## src/rtl/uart_rx_fifo.sv

```systemverilog
// First-word-fall-through byte FIFO behind uart_rx, with a sticky overflow flag.
// Define RXFIFO_OVF_COUNT_EN to add the saturating dropped-byte counter ovf_count.
module uart_rx_fifo #(
   parameter int DW        = 8,
   parameter int DEPTH     = 16,
   parameter int OVF_CNT_W = 8
) (
   input  logic                     clk,
   input  logic                     rst_n,
   input  logic [DW-1:0]            wr_data,
   input  logic                     wr_tick,
   output logic [DW-1:0]            rd_data,
   output logic                     rd_valid,
   input  logic                     rd_ready,
   output logic [$clog2(DEPTH):0]   level,
   output logic                     full,
   output logic                     overflow,
   input  logic                     ovf_clr
`ifdef RXFIFO_OVF_COUNT_EN
   ,
   output logic [OVF_CNT_W-1:0]     ovf_count
`endif
);

   localparam int AW = $clog2(DEPTH);
   localparam logic [AW:0] PTR_ONE = (AW+1)'(1);

   logic [DW-1:0] r_mem [DEPTH];
   logic [AW:0]   r_wr_ptr;
   logic [AW:0]   r_rd_ptr;
   logic          r_ovf;

   logic          w_full;
   logic          w_rd_fire;
   logic          w_wr_en;
   logic          w_drop;

   assign w_full    = (r_wr_ptr[AW-1:0] == r_rd_ptr[AW-1:0]) &&
                      (r_wr_ptr[AW] != r_rd_ptr[AW]);
   assign rd_valid  = (r_wr_ptr != r_rd_ptr);
   assign w_rd_fire = rd_valid & rd_ready;
   // A read in the same cycle frees the slot, so a full FIFO still accepts the byte.
   assign w_wr_en   = wr_tick & (~w_full | w_rd_fire);
   assign w_drop    = wr_tick & w_full & ~w_rd_fire;

   assign level     = r_wr_ptr - r_rd_ptr;
   assign full      = w_full;
   assign overflow  = r_ovf;
   assign rd_data   = r_mem[r_rd_ptr[AW-1:0]];

   // NOTE: storage has no reset; pointers alone define which entries are live,
   // which keeps the array mappable to plain RAM/LUT storage.
   always_ff @(posedge clk) begin
      if (w_wr_en) begin
         r_mem[r_wr_ptr[AW-1:0]] <= wr_data;
      end
   end

   // NOTE: state updates use non-blocking assignments so every register samples
   // pre-edge values, independent of statement order.
   always_ff @(posedge clk or negedge rst_n) begin
      if (!rst_n) begin
         r_wr_ptr <= '0;
         r_rd_ptr <= '0;
         r_ovf    <= 1'b0;
      end else begin
         if (w_wr_en)   r_wr_ptr <= r_wr_ptr + PTR_ONE;
         if (w_rd_fire) r_rd_ptr <= r_rd_ptr + PTR_ONE;
         if (w_drop)       r_ovf <= 1'b1;
         else if (ovf_clr) r_ovf <= 1'b0;
      end
   end

`ifdef RXFIFO_OVF_COUNT_EN
   logic [OVF_CNT_W-1:0] r_ovf_count;

   // Clear and drop together leave exactly one counted drop.
   always_ff @(posedge clk or negedge rst_n) begin
      if (!rst_n) begin
         r_ovf_count <= '0;
      end else if (ovf_clr) begin
         r_ovf_count <= w_drop ? OVF_CNT_W'(1) : '0;
      end else if (w_drop && (r_ovf_count != '1)) begin
         r_ovf_count <= r_ovf_count + OVF_CNT_W'(1);
      end
   end

   assign ovf_count = r_ovf_count;
`else
   if (OVF_CNT_W < 1) begin : g_ovf_cnt_w_unused
   end
`endif

endmodule

```

## config.mk

```make
export PLATFORM = sky130hd
export DESIGN_NAME = uart_rx_fifo
export DESIGN_NICKNAME = d
export VERILOG_FILES = /design/src/rtl/uart_rx_fifo.sv
export SDC_FILE = /design/constraint.sdc
export NUM_CORES = 1
export LEC_CHECK = 0
export ABC_AREA = 1
export ABC_CLOCK_PERIOD_IN_PS = 2400
export BUFFER_PORTS_ARGS = -buffer_cell sky130_fd_sc_hd__buf_2
export CELL_PAD_IN_SITES_DETAIL_PLACEMENT = 1
export CELL_PAD_IN_SITES_GLOBAL_PLACEMENT = 1
export CORE_UTILIZATION = 35
export DETAILED_ROUTE_END_ITERATION = 7
export PLACE_DENSITY_LB_ADDON = 0.08
export SLEW_MARGIN = 20
export SYNTH_ARGS = -nofsm -noshare
export SYNTH_HDL_FRONTEND = slang
export SYNTH_SLANG_ARGS = --single-unit
```

## constraint.sdc

```tcl
create_clock -name clk -period 2.4 [get_ports clk]
set_clock_uncertainty 0.05 [all_clocks]
set_input_delay 0.12 -clock clk [delete_from_list [all_inputs] [get_ports clk]]
set_output_delay 0.12 -clock clk [all_outputs]
set_load 0.005 [all_outputs]
```

==> Implementation_results.wiki <==
{| class="wikitable"
! Metric !! Value
|-
| Status || finished with violations
|-
| Sequential Area || 4120 um2
|-
| Final number of setup-violating endpoints || 0
|-
| Total via count in the routed design || between 4,000 and 5,000
|-
| Yosys synthesis warning count || 0
|-
| DRC violation count after routing || 3
|-
| Number of max-slew violations in the final report || 0
|-
| Number of setup buffers added after CTS || 0
|-
| Distinct cell type count after synthesis || 21
|-
| Fraction of power consumed by combinational cells || 0.390
|-
| Overall die height || 138 um
|-
| Flip-flop and latch count after synthesis || 139
|-
| Max Clk Rate || 446 MHz
|-
| Cell family contributing the most delay on the critical path || buffers and inverters
|-
| Final min period || between 2000 and 2500 ps
|-
| Top cell type's share of synthesized area || 0.593
|-
| Total congestion overflow || 0
|-
| Area growth from synthesis to final layout || 19.3%
|-
| Detailed Route Iter0 Violations || 335
|-
| Worst min-delay path class || in -> async
|-
| Power density relative to cell area || 1230 nW/um2
|-
| # H-tree levels || 4
|-
| Core region area || 18,100 um2
|-
| Overall die area || 19,100 um2
|-
| Critical-path maximum fanout || 32
|-
| Half-perimeter wire length of the detailed placement result || 12,300 um
|-
| Share of layout cells above drive strength 1 || 0.135
|-
| Total Routed Length || 19,000 um
|-
| Vias in the first global route || between 4,000 and 5,000
|-
| Worst path bufs/invs || 5
|-
| Starting density of the core || 0.359
|-
| Delay of the slowest cell on the worst path || 400 ps
|-
| Filler cell count in the final layout || 2,022
|-
| Buffers from clock root to sink, at most || 2
|-
| Share of power burned in registers || 0.318
|-
| X dimension of the die || 138 um
|-
| Switching component of the power || 3.59 mW
|-
| Number of CTS-inserted buffers || 17
|-
| Synth Area per Inst || 9.54 um2
|-
| Maximum Capacitance Violations || 0
|-
| Number of clock sinks seen by CTS || 139
|-
| Number of buffer cells added on primary ports || 28
|-
| Total global routing track utilization || 0.213
|-
| Required time at the worst-slack endpoint || 2230 ps
|-
| Met3 Track Usage GR || 0.0454
|-
| Largest net degree at the start of global routing || 37
|-
| Startpoint class of the critical path || register
|-
| Dominant cell type by area after synthesis || sky130_fd_sc_hd__edfxtp_1
|-
| Part of the Yosys area used for sequential elements || 0.635
|-
| Critical Path Most Common Cell || sky130_fd_sc_hd__nand2_1
|-
| Post-Route Setup TNS || 0 ps
|-
| Final routed wire length divided by cell count || 19.4 um
|-
| Area of combinational cells with multiple inputs || ~1700 um2
|-
| Slew HR || 0.648
|-
| Clk Latency, worst-skew pair || 420 ps
|-
| Worst-case vdd ir drop || roughly 0.00054 V
|-
| Cell count after synthesis || about 700
|-
| Ports placed on the boundary || 29
|-
| Net Count, Synth || 703
|-
| TritonCTS clock tree || yes
|-
| Number of nets in the layout || between 700 and 800
|-
| Per-cell via count in the routed design || 4.74
|-
| Worst endpoint data arrival time || about 2100 ps
|-
| Met1 Use GR || 0.297
|-
| Internal portion of total power || roughly 5.9 mW
|-
| Cell area after technology mapping || 6480 um2
|-
| Final Cycle Share || 0.934
|-
| Failing checks || DRC
|-
| Final worst hold slack || 63.9 ps
|-
| Transition at the pin with the smallest max-transition slack || 528 ps
|-
| Antenna Nets Post-Route || 0
|-
| Switching Fraction || 0.378
|-
| Type of the worst setup path || reg -> out
|-
| Clk network pwr share || 0.292
|-
| Number of antenna violations at the first check in global routing || 0
|-
| Unrepaired setup endpoints after global routing || false
|-
| Peak-usage layer in the global routing report || met2
|-
| Final number of hold-violating endpoints || 0
|-
| Ranking of synthesized cells by area || sky130_fd_sc_hd__edfxtp_1, sky130_fd_sc_hd__nand2_1, sky130_fd_sc_hd__inv_1
|-
| Clock-pin slew on the worst setup and hold paths || roughly 60 ps
|-
| Global-route wire length before repair || 29,300 um
|-
| Count of TritonRoute iterations in the first routing pass || 6
|-
| Standard-cell row count || a little under 50
|-
| Ant. Diodes || 0
|-
| Sequence of cells on the critical path || buf_8 > inv_4 > buf_12 > nand2_1 > nand3_1 > nand2_1 > nand2_1 > nand2_1 > inv_1 > nand2_1 > buf_2
|-
| Root Buffer Master || sky130_fd_sc_hd__clkbuf_16
|-
| Global placer's final weighted congestion || 0.793
|-
| Static Leak || 3.52 nW
|-
| Slowest stage cell, crit path || sky130_fd_sc_hd__dfrtp_2
|-
| Endpoint class of the critical path || output port
|-
| Met2 usage || 0.332
|}
-- cell usage in the layout (no fill, tap or decap) --
cell / n
sky130_fd_sc_hd__fa_1: 1
sky130_fd_sc_hd__buf_2: 28
sky130_fd_sc_hd__o21ai_0: 4
sky130_fd_sc_hd__clkbuf_16: 18
sky130_fd_sc_hd__clkinv_1: 2
sky130_fd_sc_hd__nand2_2: 3
sky130_fd_sc_hd__inv_4: 1
sky130_fd_sc_hd__clkinv_2: 3
sky130_fd_sc_hd__inv_6: 3
sky130_fd_sc_hd__nand2_1: 236
sky130_fd_sc_hd__clkinv_4: 1
sky130_fd_sc_hd__a21oi_1: 2
sky130_fd_sc_hd__nor3_1: 1
sky130_fd_sc_hd__dfrtp_1: 10
sky130_fd_sc_hd__inv_1: 131
sky130_fd_sc_hd__clkinvlp_4: 3
sky130_fd_sc_hd__nand3_1: 91
sky130_fd_sc_hd__nand3_2: 1
sky130_fd_sc_hd__nor2_4: 1
sky130_fd_sc_hd__buf_12: 2
sky130_fd_sc_hd__nand4_4: 1
sky130_fd_sc_hd__ha_1: 9
sky130_fd_sc_hd__inv_2: 4
sky130_fd_sc_hd__dlygate4sd3_1: 5
sky130_fd_sc_hd__xor2_1: 8
sky130_fd_sc_hd__bufinv_16: 4
sky130_fd_sc_hd__buf_8: 2
sky130_fd_sc_hd__nor2_1: 20
sky130_fd_sc_hd__edfxtp_1: 128
sky130_fd_sc_hd__buf_4: 25
sky130_fd_sc_hd__dfrtp_2: 1
-- sequential cells by signal, indices dropped and copies added, names as in the netlist --
register  flops
r_mem       128
r_rd_ptr      5
r_wr_ptr      5
overflow      1
-- worst register-to-register path, stage by stage (launching register included) --
cell                            delay, ps
sky130_fd_sc_hd__dfrtp_1              360
sky130_fd_sc_hd__inv_2                100
sky130_fd_sc_hd__ha_1                 400
sky130_fd_sc_hd__nand2_2              110
sky130_fd_sc_hd__nor3_1               330
sky130_fd_sc_hd__nand3_1              120
sky130_fd_sc_hd__o21ai_0               90
sky130_fd_sc_hd__dlygate4sd3_1        560
-- final cells by class --
type	instances	area share
Tap cell	229	0.0370
Timing Repair Buffer	63	0.0612
Multi-Input combinational cell	378	0.222
Clock buffer	17	0.0550
Sequential cell	139	0.533
Clock inverter	15	0.0254
Inverter	137	0.0668
-- timing repair --
action / CTS / global route
gates resized for setup: 3 / 10
hold buffers: 5 / 0
setup endpoints to repair: 8 / 9
gates cloned: 0 / 1
hold endpoints to repair: 18 / 0
-- cell families after synthesis --
kind of cell               Yosys count  share of synthesized area
buffers and inverters              163                      0.101
DFF                                139                      0.635
and+or+nand+nor                    354                      0.228
xor gates and xnor gates             8                     0.0108
adders and majority gates           10                     0.0205
AOI/OAI and AO/OA                    6                    0.00463
-- routing by layer --
metal  part of all wire  up-vias
li1                   -     2248
met4              0.012        0
met2               0.47       93
met3              0.039       16
met5                  0        -
met1               0.48     2282
-- synthesized netlist by cell type --
| cell type | count |
|---|---|
| sky130_fd_sc_hd__nand2_1 | 236 |
| sky130_fd_sc_hd__clkinv_1 | 1 |
| sky130_fd_sc_hd__edfxtp_1 | 128 |
| sky130_fd_sc_hd__nand3_1 | 92 |
| sky130_fd_sc_hd__nor2_4 | 1 |
| sky130_fd_sc_hd__xor2_1 | 8 |
| sky130_fd_sc_hd__inv_1 | 133 |
| sky130_fd_sc_hd__o21ai_0 | 4 |
| sky130_fd_sc_hd__clkbuf_1 | 4 |
| sky130_fd_sc_hd__fa_1 | 1 |
| sky130_fd_sc_hd__ha_1 | 9 |
| sky130_fd_sc_hd__nor2_1 | 20 |
| sky130_fd_sc_hd__nand4_4 | 1 |
| sky130_fd_sc_hd__nor3_1 | 1 |
| sky130_fd_sc_hd__dfrtp_1 | 11 |
| sky130_fd_sc_hd__buf_6 | 1 |
| sky130_fd_sc_hd__inv_2 | 3 |
| sky130_fd_sc_hd__nand2_2 | 3 |
| sky130_fd_sc_hd__buf_4 | 4 |
| sky130_fd_sc_hd__a21oi_1 | 2 |
| sky130_fd_sc_hd__buf_2 | 17 |
-- metrics by stage --
stage	utilization	power, mW	worst slack (ps)	instances	instance area, um2
3_3_place_gp	0.386	6.61	360	940	6990
3_5_place_dp	0.386	6.63	297	940	6990
5_1_grt	0.428	10.1	1.69	978	7730
2_1_floorplan	-	5.24	85.9	680	6480
4_1_cts	0.424	9.45	14.0	977	7670
6_report	0.428	9.48	158	978	7730
-- power by group through the flow --
stage	combinational (mW)	clock [mW]	sequential, mW
after CTS	3.62	2.82	3.01
final	3.70	2.77	3.01
after detailed placement	3.57	0	3.06
after floorplan	2.20	0	3.04
after global placement	3.56	0	3.05
after global routing	4.16	2.94	3.03
-- final timing paths --
path	startpoint	endpoint	slack (ps)	cells past startpoint
max in group asynchronous	rst_n	r_rd_ptr[0]	1980	2
setup reg to reg	r_rd_ptr[2]	overflow	220	7
setup / recovery	r_rd_ptr[0]	rd_data[6]	160	11
hold reg to reg	r_wr_ptr[4]	r_wr_ptr[4]	500	2
min in group clk	wr_data[3]	r_mem[15][3]	150	1
hold / removal	rst_n	r_rd_ptr[0]	60	2
Power figures use the tool's default switching activity.
